$ cat config.mk
export PLATFORM = sky130hd
export DESIGN_NAME = relay_sched
export DESIGN_NICKNAME = d
export VERILOG_FILES = /design/src/rtl/relay_pkg.sv /design/src/rtl/rr_arbiter.sv /design/src/rtl/relay_sched.sv
export SDC_FILE = /design/constraint.sdc
export NUM_CORES = 1
export LEC_CHECK = 0
export CAP_MARGIN = 30
export CORE_ASPECT_RATIO = 0.9
export CORE_MARGIN = 4
export CORE_UTILIZATION = 52
export DETAILED_ROUTE_END_ITERATION = 10
export DONT_BUFFER_PORTS = 1
export PLACE_DENSITY = 0.67
export RECOVER_POWER = 25
export SKIP_CTS_REPAIR_TIMING = 1
export SLEW_MARGIN = 20
export SYNTH_ARGS = -nofsm -noshare
export SYNTH_HDL_FRONTEND = slang
export SYNTH_SLANG_ARGS = --single-unit
$ cat constraint.sdc
create_clock -name clk -period 4.6 [get_ports clk]
set_input_delay 0.23 -clock clk [delete_from_list [all_inputs] [get_ports clk]]
set_output_delay 0.23 -clock clk [all_outputs]
set_load 0.02 [all_outputs]
$ cat src/rtl/relay_pkg.sv
// relay_pkg: shared types and constants for the latching relay sequencer.
//   state_t        FSM encoding used by relay_sched
//   SEL_324R/50R   relay position codes carried on req_sel / sel_out / relay_state
//   DEF_*_CYC      default pulse and settling-guard lengths at 22.1184 MHz
package relay_pkg;

    typedef enum logic [1:0] {
        ST_IDLE = 2'd0,
        ST_FIRE = 2'd1,
        ST_WAIT = 2'd2,
        ST_ACK  = 2'd3
    } state_t;

    localparam logic SEL_324R = 1'b0;
    localparam logic SEL_50R  = 1'b1;

    // 2^15-count driver pulse, plus ~100 us of contact settling.
    localparam int DEF_PULSE_CYC = 32768;
    localparam int DEF_GUARD_CYC = 2212;

endpackage

$ cat src/rtl/rr_arbiter.sv
// rr_arbiter: combinational round-robin grant.
//   req          in  NCH  request vector
//   rr           in  RW   priority pointer; search starts at this index
//   grant        out NCH  one-hot grant
//   grant_idx    out RW   index of the granted requester
//   grant_valid  out 1    at least one request is present
module rr_arbiter #(
    parameter int NCH = 4,
    parameter int RW  = (NCH > 1) ? $clog2(NCH) : 1
) (
    input  logic [NCH-1:0] req,
    input  logic [RW-1:0]  rr,
    output logic [NCH-1:0] grant,
    output logic [RW-1:0]  grant_idx,
    output logic           grant_valid
);

    int            c;
    logic [RW-1:0] idx;

    always_comb begin
        grant       = '0;
        grant_idx   = '0;
        grant_valid = 1'b0;
        c           = 0;
        idx         = '0;
        // Walk NCH positions starting at rr, wrapping; first hit wins.
        for (int i = 0; i < NCH; i++) begin
            c = int'(rr) + i;
            if (c >= NCH) c = c - NCH;
            idx = RW'(c);
            if (!grant_valid && req[idx]) begin
                grant_valid = 1'b1;
                grant_idx   = idx;
                grant[idx]  = 1'b1;
            end
        end
    end

endmodule

$ cat src/rtl/relay_sched.sv
// relay_sched: arbitrates relay-position requests and sequences one relay
// pulse at a time, tracking the known position of each latching relay.
//   clk, reset         system clock, synchronous active-high reset
//   req/req_sel/req_force  per-channel request, position, force-pulse
//   ack                one-cycle completion strobe to the served channel
//   busy               FSM not idle
//   gen_pulse/sel_out  start strobe and position select to each relay driver
//   relay_state/state_valid  last driven position and whether it is known
//
// state   | meaning
// --------+-----------------------------------------------------------
// ST_IDLE | waiting for a request; grants and decides skip vs pulse
// ST_FIRE | gen_pulse strobe out, sel_out already loaded; load counter
// ST_WAIT | pulse + guard down-count; sel_out frozen
// ST_ACK  | ack strobe out; advance round-robin pointer
module relay_sched
    import relay_pkg::*;
#(
    parameter int NCH       = 4,
    parameter int PULSE_CYC = DEF_PULSE_CYC,
    parameter int GUARD_CYC = DEF_GUARD_CYC
) (
    input  logic           clk,
    input  logic           reset,
    input  logic [NCH-1:0] req,
    input  logic [NCH-1:0] req_sel,
    input  logic [NCH-1:0] req_force,
    output logic [NCH-1:0] ack,
    output logic           busy,
    output logic [NCH-1:0] gen_pulse,
    output logic [NCH-1:0] sel_out,
    output logic [NCH-1:0] relay_state,
    output logic [NCH-1:0] state_valid
);

    localparam int RW    = (NCH > 1) ? $clog2(NCH) : 1;
    localparam int CNT_W = $clog2(PULSE_CYC + GUARD_CYC);
    localparam logic [CNT_W-1:0] CNT_LOAD = CNT_W'(PULSE_CYC + GUARD_CYC - 1);
    localparam logic [RW-1:0]    LAST_CH  = RW'(NCH - 1);

    state_t           state;
    logic [RW-1:0]    rr;
    logic [RW-1:0]    g_idx;
    logic [NCH-1:0]   g_oh;
    logic             g_sel;
    logic             pulsed;
    logic [CNT_W-1:0] cnt;

    logic [NCH-1:0]   arb_grant;
    logic [RW-1:0]    arb_idx;
    logic             arb_valid;

    rr_arbiter #(.NCH(NCH), .RW(RW)) u_arb (
        .req         (req),
        .rr          (rr),
        .grant       (arb_grant),
        .grant_idx   (arb_idx),
        .grant_valid (arb_valid)
    );

    always_ff @(posedge clk) begin
        if (reset) begin
            state       <= ST_IDLE;
            rr          <= '0;
            g_idx       <= '0;
            g_oh        <= '0;
            g_sel       <= SEL_324R;
            pulsed      <= 1'b0;
            cnt         <= '0;
            ack         <= '0;
            busy        <= 1'b0;
            gen_pulse   <= '0;
            sel_out     <= {NCH{SEL_324R}};
            relay_state <= {NCH{SEL_324R}};
            state_valid <= '0;
        end else begin
            ack       <= '0;
            gen_pulse <= '0;
            case (state)
                ST_IDLE: begin
                    if (arb_valid) begin
                        g_idx <= arb_idx;
                        g_oh  <= arb_grant;
                        g_sel <= req_sel[arb_idx];
                        busy  <= 1'b1;
                        // Latching relay already in the requested position: no pulse needed.
                        if (state_valid[arb_idx] && (relay_state[arb_idx] == req_sel[arb_idx])
                                && !req_force[arb_idx]) begin
                            pulsed <= 1'b0;
                            ack    <= arb_grant;
                            state  <= ST_ACK;
                        end else begin
                            pulsed           <= 1'b1;
                            sel_out[arb_idx] <= req_sel[arb_idx];
                            gen_pulse        <= arb_grant;
                            state            <= ST_FIRE;
                        end
                    end
                end
                ST_FIRE: begin
                    cnt   <= CNT_LOAD;
                    state <= ST_WAIT;
                end
                ST_WAIT: begin
                    if (cnt == '0) begin
                        ack   <= g_oh;
                        state <= ST_ACK;
                        // Position becomes known together with the completion strobe.
                        relay_state[g_idx] <= g_sel;
                        state_valid[g_idx] <= 1'b1;
                    end else begin
                        cnt <= cnt - 1'b1;
                    end
                end
                ST_ACK: begin
                    rr    <= (g_idx == LAST_CH) ? '0 : g_idx + 1'b1;
                    busy  <= 1'b0;
                    state <= ST_IDLE;
                end
                default: begin
                    busy  <= 1'b0;
                    state <= ST_IDLE;
                end
            endcase
        end
    end

endmodule

* Yosys cells after proc, flatten, opt, wreduce, memory -nomap -nowiden
Cells that the tools add are included.
** Storage, ports and cells
- Bits in registers :: 48
- Input bits :: 14
** Cells by class
- $lt $le $gt $ge :: 16
- Reductions and logical operators :: 26
- Bitwise logic cells :: 7
- Mux-type cells :: 59
- Add/sub/neg operators :: 9
- Equality and inequality tests :: 8
** Operator list (count)
- 16-bit case mux with 2 select lines :: 1
- 4-bit 2-to-1 mux :: 7
- 2-bit 2-to-1 mux :: 12
- 1-bit 2-to-1 mux :: 19
- 2-bit by 3-bit less-than comparator with 1-bit output, second input constant :: 6
- 1-bit binary-select mux with 2-bit select :: 8
- 16-bit logical NOT :: 1
- 16-bit 2-to-1 mux :: 1
- 4-bit bitwise OR :: 4
- 16-bit by 1-bit subtractor with 16-bit output, second input constant :: 1
- 1-bit demux with 2-bit select :: 6
- 2-bit by 1-bit greater-or-equal comparator with 1-bit output, second input constant :: 6
- 1-bit logical AND :: 11
- 2-bit AND reduction :: 5
- 3-bit greater-or-equal comparator, second input constant :: 3
- 4-bit bitwise mux :: 2
- 2-bit case mux with 4 select lines :: 1
- 4-bit case mux with 2 select lines :: 1
- 2-bit by 1-bit subtractor with 2-bit output, second input constant :: 4
- 2-bit by 2-bit adder with 3-bit output, second input constant :: 2
- 2-bit equality test, second input constant :: 3
- 2-bit inequality test, second input constant :: 3
- 1-bit logical NOT :: 4
- 2-bit nonzero test :: 2
- 10 further kinds :: 12

* Logic depth before layout (Yosys ltp)
Gate-level depths: netlist of run 1.
- Depth in word-level cells :: 22
- Depth in mapped cells :: 10

* Modules after synthesis
Synthesis of run 1 repeated with hierarchy kept, for this count alone.
** Second synthesis, totals
- Cell total of the unflattened synthesis :: 305
- Area, all modules :: 2690.1 um^2
** By module, submodules not included
- relay_sched :: sequential area each 960.9 um^2, cells an instance 260, instances 1, area an instance 2270.9 um^2
- rr_arbiter :: sequential area each 0.0 um^2, cells an instance 45, instances 1, area an instance 419.2 um^2

* Least setup slack after synthesis of run 1
No wires, ideal clock.
- Path type :: register -> register
- From :: register rr[0]
- To :: register state[1]
- Slack :: 1.670 ns
- Cell stages (with the launch flop) :: 10
- Data required time :: 4.484 ns
- Arrival time :: 2.813 ns
- Path buffers :: 1
- Path through :: dfxtp_1 -> buf_4 -> inv_1 -> ha_1 -> mux4_2 -> nor2b_4 -> o32ai_4 -> mux2i_1 -> mux2i_1 -> a41o_1
** Between the ends
- Cells in the longest elaborated chain, start to end :: 22
** Ends and longest elaborated chain
- start: declaration :: RTL line relay_sched.sv:42 : logic [RW-1:0] rr;
- start signal: assignment :: RTL line relay_sched.sv:116 : rr <= (g_idx == LAST_CH) ? '0 : g_idx + 1'b1;
- branches (longest 22 deep; another with 2-bit by 1-bit adder with 3-bit output)
- end signal: assignment :: RTL line relay_sched.sv:91 : state <= ST_ACK;
- end signal: assignment :: RTL line relay_sched.sv:96 : state <= ST_FIRE;
- end signal: assignment :: RTL line relay_sched.sv:102 : state <= ST_WAIT;
- end: declaration :: RTL line relay_sched.sv:41 : state_t state;
Several ways; the timed one is not identified. The select of a mux whose other input is x is not followed.
A chain may end at the register's enable or synchronous reset.

* Final worst setup path of run 1
Same ends and word-level chain as after synthesis.

==> impl_results.md, run 1 <==
* Vert. Die Dim at 75.1 µm
* Register-to-Register Path Depth at 8
* CP max stage delay at 690 ps
* Vias in the first global route at around 1900
* DIE AREA at 0.00619 mm²
* Num CTS Buffers at 5
* Max FO, Critical Path at 14
* Crit end category: register
* FMAX at roughly 0.29 GHz
* RR Endpoint: state[1]$_SDFFE_PP0P_
* CP most frequent cell: mux2i_1
* Synth warnings at 0
* Mapped cell area at between 0.002 and 0.003 mm²
* Final Hold Slack at ~180 ps
* CP Cell Sequence: inv_1 > ha_1 > mux4_2 > nor2b_1 > o32ai_4 > mux2i_1 > mux2i_1 > a41o_1
* Type of the worst setup path: reg -> reg
* Slew Limit Headroom at 0.347
* Mean Syn Cell Area at 8.99 µm²
* Post-synthesis sequential area ratio at 0.370
* Worst EP required at slightly below 5000 ps
* Synth Area in Compound Gates at 0.155
* Synth unique cells at 52
* Via count at 1994
* Post-Synth Simple-Gate Area at 0.225
* Hold Startpoint: reset
* Share of layout cells above drive strength 1 at 0.0697
* Delay-heaviest family, CP: multiplexers
* Core area at just under 0.005 mm²
* Row count at 24
* Status: complete, no violations
* Combinational family with the most area after synthesis: simple AND/OR/NAND/NOR gates
* WHS Endpoint: ack[0]$_SDFF_PP0_
* Mapped Nets at 319
* Routability cong. at 0.833
* Endpoints failing setup at 0
* Worst Path Arrival at between 3000 and 4000 ps
* Tmin final at approximately 3500 ps
* Total GRT Usage at 0.182
* Area Growth Syn to Fin at 5.68%
* Clk Latency, worst-skew pair at 290 ps
* Initial Utilization at 0.538
* Post-synth ARST share at 0
* Die W at 82.5 µm
* Fin Setup TNS at 0 ps
* Worst IR Drop VDD at 0.251 mV
* Slew of the pin with the lowest slew margin at 976 ps
* Largest area contributor in the netlist: dfxtp_1
* Post-synth top cells: 48 x dfxtp_1, 42 x nor2_1, 19 x a21oi_1, 19 x nand2_1, 16 x ha_1
* Pleak at about 1.0 nW
* Clock skew at around 5.2 ps
* Top FF cell, synth: dfxtp_1
* Clk slew on worst S/H paths at approximately 80 ps
* Remaining antenna violation count at 0
* Final Max Slew Viols at 0
* # IOs at 35
* Hold path depth at 3
* Drt drc at 0
* HPWL Detailed at between 3 and 4 mm
* XOR/XNOR share of the synthesized area at 0.0539
* Vias per cell at between 5 and 6
* Flops & latches, synth at 48
* Initial antenna violation count at 0
* DR WL/cell at approximately 15 µm
* Adder-Cell Fraction of Synth Area at 0.0770
* Synth top area cells: dfxtp_1 37%, ha_1 7.7%, nor2_1 6.1%
* Worst r2r src: rr[0]$_SDFFE_PP0P_
* Final Hold Viols at 0
* Mux cell area share after synthesis at 0.0852
* Worst Hold Class: in -> reg
* CP bufs+invs at 1
* 1st-pass router iterations at 4
* # nets final at roughly 320
* Clk sinks at 48
* Highest-delay cell along the critical path: dfxtp_1
* Bufs on Longest Clock Path at 2
* Max-cap violations at 0
* CP Launch Type: register
* Post-synthesis cell count at between 200 and 300
* Number of antenna diodes at 0
* CTS tree: yes
* Pin count of the biggest net entering global routing at 31
* R2r setup slk at between 1000 and 1500 ps
* Final Cycle Share at 0.762
* Unrepaired setup endpoints after global routing: no
* Number of port buffers at 0
* CTS H-tree depth at 2
* Iter 0 DRT Violations at around 110
* EDFF count, synth at 0
* Count leader, synth: dfxtp_1
* Pwr dens at around 440 mW/mm²
* Gr ovfl total at 0
* Post-synth top area share at 0.370
* Global-route wire length before repair at 8.76 mm
* Final wirelength at 5.15 mm
* Root Driver: clkbuf_8
[registers in the layout, summed over array words and instances, names as in the netlist]
register,flops
cnt,16
ack,4
g_oh,4
gen_pulse,4
relay_state,4
sel_out,4
state_valid,4
g_idx,2
rr,2
state,2
busy,1
g_sel,1
[worst max-delay path by stage]
stage,startpoint,to,cells after the start
2_1_floorplan,rr[0]$_SDFFE_PP0P_,state[1]$_SDFFE_PP0P_,9
6_report,rr[0]$_SDFFE_PP0P_,state[1]$_SDFFE_PP0P_,8
3_5_place_dp,rr[0]$_SDFFE_PP0P_,state[1]$_SDFFE_PP0P_,8
3_3_place_gp,rr[0]$_SDFFE_PP0P_,state[1]$_SDFFE_PP0P_,8
5_1_grt,rr[0]$_SDFFE_PP0P_,state[1]$_SDFFE_PP0P_,8
4_1_cts,rr[0]$_SDFFE_PP0P_,state[1]$_SDFFE_PP0P_,8
[through the flow]
step | setup WS [ps] | instances | instance area (µm²) | util | power (mW)
final | 1090 | 352 | 2750 | 0.568 | 1.21
after CTS | 1070 | 351 | 2740 | 0.566 | 1.22
after detailed placement | 1090 | 343 | 2630 | 0.544 | 0.917
after global routing | 786 | 352 | 2750 | 0.568 | 1.30
after floorplan | 1670 | 289 | 2600 | - | 0.856
after global placement | 1170 | 343 | 2630 | 0.544 | 0.911
[layer usage]
layer | vias to the layer above | wire [µm] | global-route usage
met2 | 49 | 2190 | 0.273
met5 | - | 0 | 0
met3 | 6 | 281 | 0.0574
li1 | 1022 | - | -
met1 | 917 | 2640 | 0.256
met4 | 0 | 41 | 0.0399
[layout make-up]
| type | count | area, µm² |
|---|---|---|
| sequential | 48 | 961 |
| multi-input combinational | 220 | 1550 |
| inverter | 10 | 37.5 |
| fill | 426 | 2090 |
| tap | 65 | 81.3 |
| timing repair buffer | 1 | 10.0 |
| clock buffer | 6 | 72.6 |
| clock inverter | 2 | 35.0 |
[cell families after synthesis]
family                     after synthesis
AOI/OAI and AO/OA                       55
adders and majority gates               16
muxes                                   19
xor gates and xnor gates                16
buffers and inverters                   21
and+or+nand+nor                        114
DFF                                     48
[power by group]
| part | switching [mW] | internal [mW] | total (mW) |
|---|---|---|---|
| combinational | 0.206 | 0.171 | 0.376 |
| sequential | 0.0612 | 0.475 | 0.537 |
| clock | 0.132 | 0.161 | 0.293 |
[cell usage in the layout, fill, tap and decap left out, types with 2 or more instances in the layout]
cell and instances:
dfxtp_1 48, nor2_1 42, nand2_1 19, a21oi_1 19
ha_1 16, mux2i_1 14, nor3_1 12, xor2_1 11
inv_1 10, nand3_1 10, nand2b_1 6, nor3b_1 6
xnor2_1 5, o31ai_1 5, clkbuf_8 5, nor2b_1 4
o21ai_0 4, a22oi_1 4, a221oi_1 4, a211oi_1 4
o211ai_1 2, mux4_2 2, o22a_1 2, mux2_2 2
or3_1 2
[worst min-delay path: stages]
cell and delay, ps:
nor2_1 50, nand3_1 80, o31ai_1 60
No activity file was read; power rests on OpenSTA's default activity.
==> run 2, diff against run 1 <==
- ABC_AREA: unset -> 1
- PLACE_DENSITY: 0.67 -> 0.7
- clock period: 4.6 -> 2.92 ns (I/O delays scaled with it)
==> impl_results.md, run 2 <==
* Total GRT Usage at 0.191 (+0.00881)
* Commonest non-fill, non-tap cell in the layout: nand2_1
* Crit end category: register
* Slew Limit Headroom at 0.534 (+0.186)
* Count leader, synth: nand2_1
* Number of port buffers at 0 (unchanged)
* Worst Hold Class: in -> reg
* Global-route wire length before repair at 10.5 mm (+20%)
* Mean Syn Cell Area at 7.01 µm² (-22%)
* Worst IR Drop VDD at 0.520 mV (+110%)
* Die W at 84.9 µm (+2.8%)
* Top reg by flops: cnt
* Slew of the pin with the lowest slew margin at 697 ps (-278 ps)
* Post-synthesis sequential area ratio at 0.348 (-0.0221)
* Post-synth top cells: 82 x nand2_1, 49 x inv_1, 48 x dfxtp_1, 48 x nor2_1, 34 x a21oi_1
* # IOs at 35 (unchanged)
* Worst EP required at 3140 ps (-1700 ps)
* Post-synthesis cell count at 394 (+36%)
* Final core occ at 0.592 (+0.0241)
* Num CTS Buffers at 5 (unchanged)
* Fin Setup TNS at 0 ps (unchanged)
* Area Growth Syn to Fin at 6.79%
* Max FO, Critical Path at 14 (unchanged)
* Synth unique cells at 34 (-35%)
* R2r setup slk at 290 ps (-800 ps)
* Iter 0 DRT Violations at 126 (+11%)
* Via count at 2432 (+22%)
* Largest register FFs at 16 (unchanged)
* Share of layout cells above drive strength 1 at 0.106 (+0.0361)
* Synth Area in Compound Gates at 0.148 (-0.00745)
* Internal power at 1.62 mW (+100%)
* Clk slew on worst S/H paths at 90 ps (about the same)
* Unrepaired setup endpoints after global routing: no
* Clock power frac at 0.186 (-0.057)
* Clock skew at 12.2 ps (+6.91 ps)
* CTS H-tree depth at 2 (unchanged)
* Cells after DPL at 454 (+32%)
* Final wirelength at 5.88 mm (+14%)
* 1st-pass router iterations at 4 (unchanged)
* Max-cap violations at 0 (unchanged)
* Post-synth ARST share at 0 (unchanged)
* Bufs on Longest Clock Path at 2 (unchanged)
* Vert. Die Dim at 77.2 µm (+2.8%)
* # nets final at 427 (+35%)
* DR WL/cell at 12.7 µm (-13%)
* Synth top area cells: dfxtp_1 35%, nand2_1 11%, ha_1 7.2%
* Core area at 0.00498 mm² (+3.1%)
* Type of the worst setup path: reg -> reg
* Mapped cell area at 0.00276 mm² (+6.4%)
* Worst Path Arrival at 2850 ps (-900 ps)
* Final Cycle Share at 0.899 (+0.137)
* Pre-CTS setup slack at 251 ps (-836 ps)
* Mapped Nets at 424 (+33%)
* Adder-Cell Fraction of Synth Area at 0.0724 (-0.00460)
* Post-route cell area at 0.00295 mm² (+7.5%)
* Vias per cell at 5.26 (-7.1%)
* Routability cong. at 0.911 (+9.3%)
* Register-to-Register Path Depth at 17 (+9)
* Final Hold Slack at 131 ps (-45.0 ps)
* Top FF cell, synth: dfxtp_1
* Flop pwr share at 0.343 (-0.102)
* Critical Path End: gen_pulse[2]$_SDFF_PP0_
* Worst r2r src: rr[0]$_SDFFE_PP0P_
* Pin count of the biggest net entering global routing at 20 (-35%)
* Psw at 1.33 mW (+230%)
* Sw Share at 0.451 (+0.120)
* Tmin final at 2630 ps (-879 ps)
* Remaining antenna violation count at 0 (unchanged)
* Endpoints failing setup at 0 (unchanged)
* Crit path launch: rr[0]$_SDFFE_PP0P_
* Root Driver: clkbuf_8
* Final Max Slew Viols at 0 (unchanged)
* Synth warnings at 0 (unchanged)
* Gr ovfl total at 0 (unchanged)
* Clk Latency, worst-skew pair at 300 ps (about the same)
* Drt drc at 0 (unchanged)
* HPWL Detailed at 4.37 mm (+15%)
* Initial Utilization at 0.554 (+0.0169)
* Vias in the first global route at 2335 (+25%)
* Tot Pwr at 2.95 mW (+140%)
* Pwr dens at 998 mW/mm² (+130%)
* Combinational family with the most area after synthesis: simple AND/OR/NAND/NOR gates
* Final std cells w/o fill at 462 (+31%)
* XOR/XNOR share of the synthesized area at 0.00951 (-0.0444)
* Post-Synth Simple-Gate Area at 0.328 (+0.103)
* Largest area contributor in the netlist: dfxtp_1
* Number of antenna diodes at 0 (unchanged)
* Combinational Power Share at 0.472 (+0.160)
* Status: complete, no violations
* DIE AREA at 0.00655 mm² (+5.7%)
* Pleak at 1.35 nW (+30%)
* CTS tree: yes
* Initial antenna violation count at 0 (unchanged)
* Flops & latches, synth at 48 (unchanged)
* FMAX at 0.381 GHz (+33%)
* RR Endpoint: gen_pulse[2]$_SDFF_PP0_
* CP Launch Type: register
* Most frequent cells in the layout: 82 x nand2_1, 49 x inv_1, 48 x nor2_1, 47 x dfxtp_1, 34 x a21oi_1
* Clk sinks at 48 (unchanged)
* EDFF count, synth at 0 (unchanged)
* Mux cell area share after synthesis at 0 (-0.0852)
* Post-DP Area at 0.00281 mm² (+6.9%)
* PnR worst setup slack at 294 ps (-801 ps)
* Post-synth top area share at 0.348 (-0.0221)
* Row count at 24 (unchanged)
* Final Hold Viols at 0 (unchanged)
[run 2: cell count changes after synthesis, sizes merged, moves of 6 or more]
cell,previous run,this run
nand4,1,8
nor3,12,3
nand3,10,23
o21ai,4,25
a21oi,19,35
nor2,42,51
xor2,11,3
nand2,20,95
mux2i,15,0
inv,10,56
nand2b,6,0
[run 2: how the worst min path moves through the flow]
stage                               from                    to  slack, ps  cells after the start
CTS                                reset  cnt[11]$_SDFFE_PP0P_       -100                      1
floorplan           cnt[13]$_SDFFE_PP0P_  cnt[13]$_SDFFE_PP0P_        440                      1
global placement                   reset  cnt[11]$_SDFFE_PP0P_        220                      1
global route                       reset  cnt[12]$_SDFFE_PP0P_        140                      3
finish                             reset  cnt[13]$_SDFFE_PP0P_        130                      3
detailed placement                 reset  g_oh[3]$_SDFFE_PP0P_        220                      1
[run 2: final cells by class]
class,instances,area [µm²]
Clock inverter,2,60.1
Sequential cell,48,962
Clock buffer,5,68.8
Inverter,56,213
Timing Repair Buffer,3,25.0
Fill cell,501,2030
Tap cell,65,81.3
Multi-Input combinational cell,283,1540
[run 2: cell families after synthesis]
logic type      Yosys count
buf+inv                  63
compound gates           74
fa+ha+maj                16
simple gates            190
flops                    48
xor+xnor                  3
[run 2: power by group through the flow]
stage / Sequential (mW) / Combinational (mW) / Clock, mW
global route: 1.03 / 1.63 / 0.589
CTS: 1.01 / 1.38 / 0.559
global placement: 1.02 / 1.34 / 0
floorplan: 0.990 / 1.13 / 0
detailed placement: 1.02 / 1.37 / 0
finish: 1.01 / 1.39 / 0.547
[run 2: worst max-delay path, cell delays in order, from the launching register on]
cell     delay [ps]
dfxtp_1         380
inv_4            80
ha_1            370
inv_1           120
nand3_2         100
nand2_4         120
nor2_4           70
nor2_2          140
nand2_4         120
nand2_4         140
nand2_1          60
nand2_1          60
nand2_1          60
nand2_2         120
nand2_1         110
nand3_4         180
nand3_1         160
nor2_1          150
[run 2: metal layers]
metal / share of wire / track usage / vias up
met4: 0.0068 / 0.0475 / 0
met2: 0.43 / 0.300 / 50
li1: - / - / 1274
met5: 0 / 0 / -
met3: 0.049 / 0.0386 / 4
met1: 0.52 / 0.266 / 1104
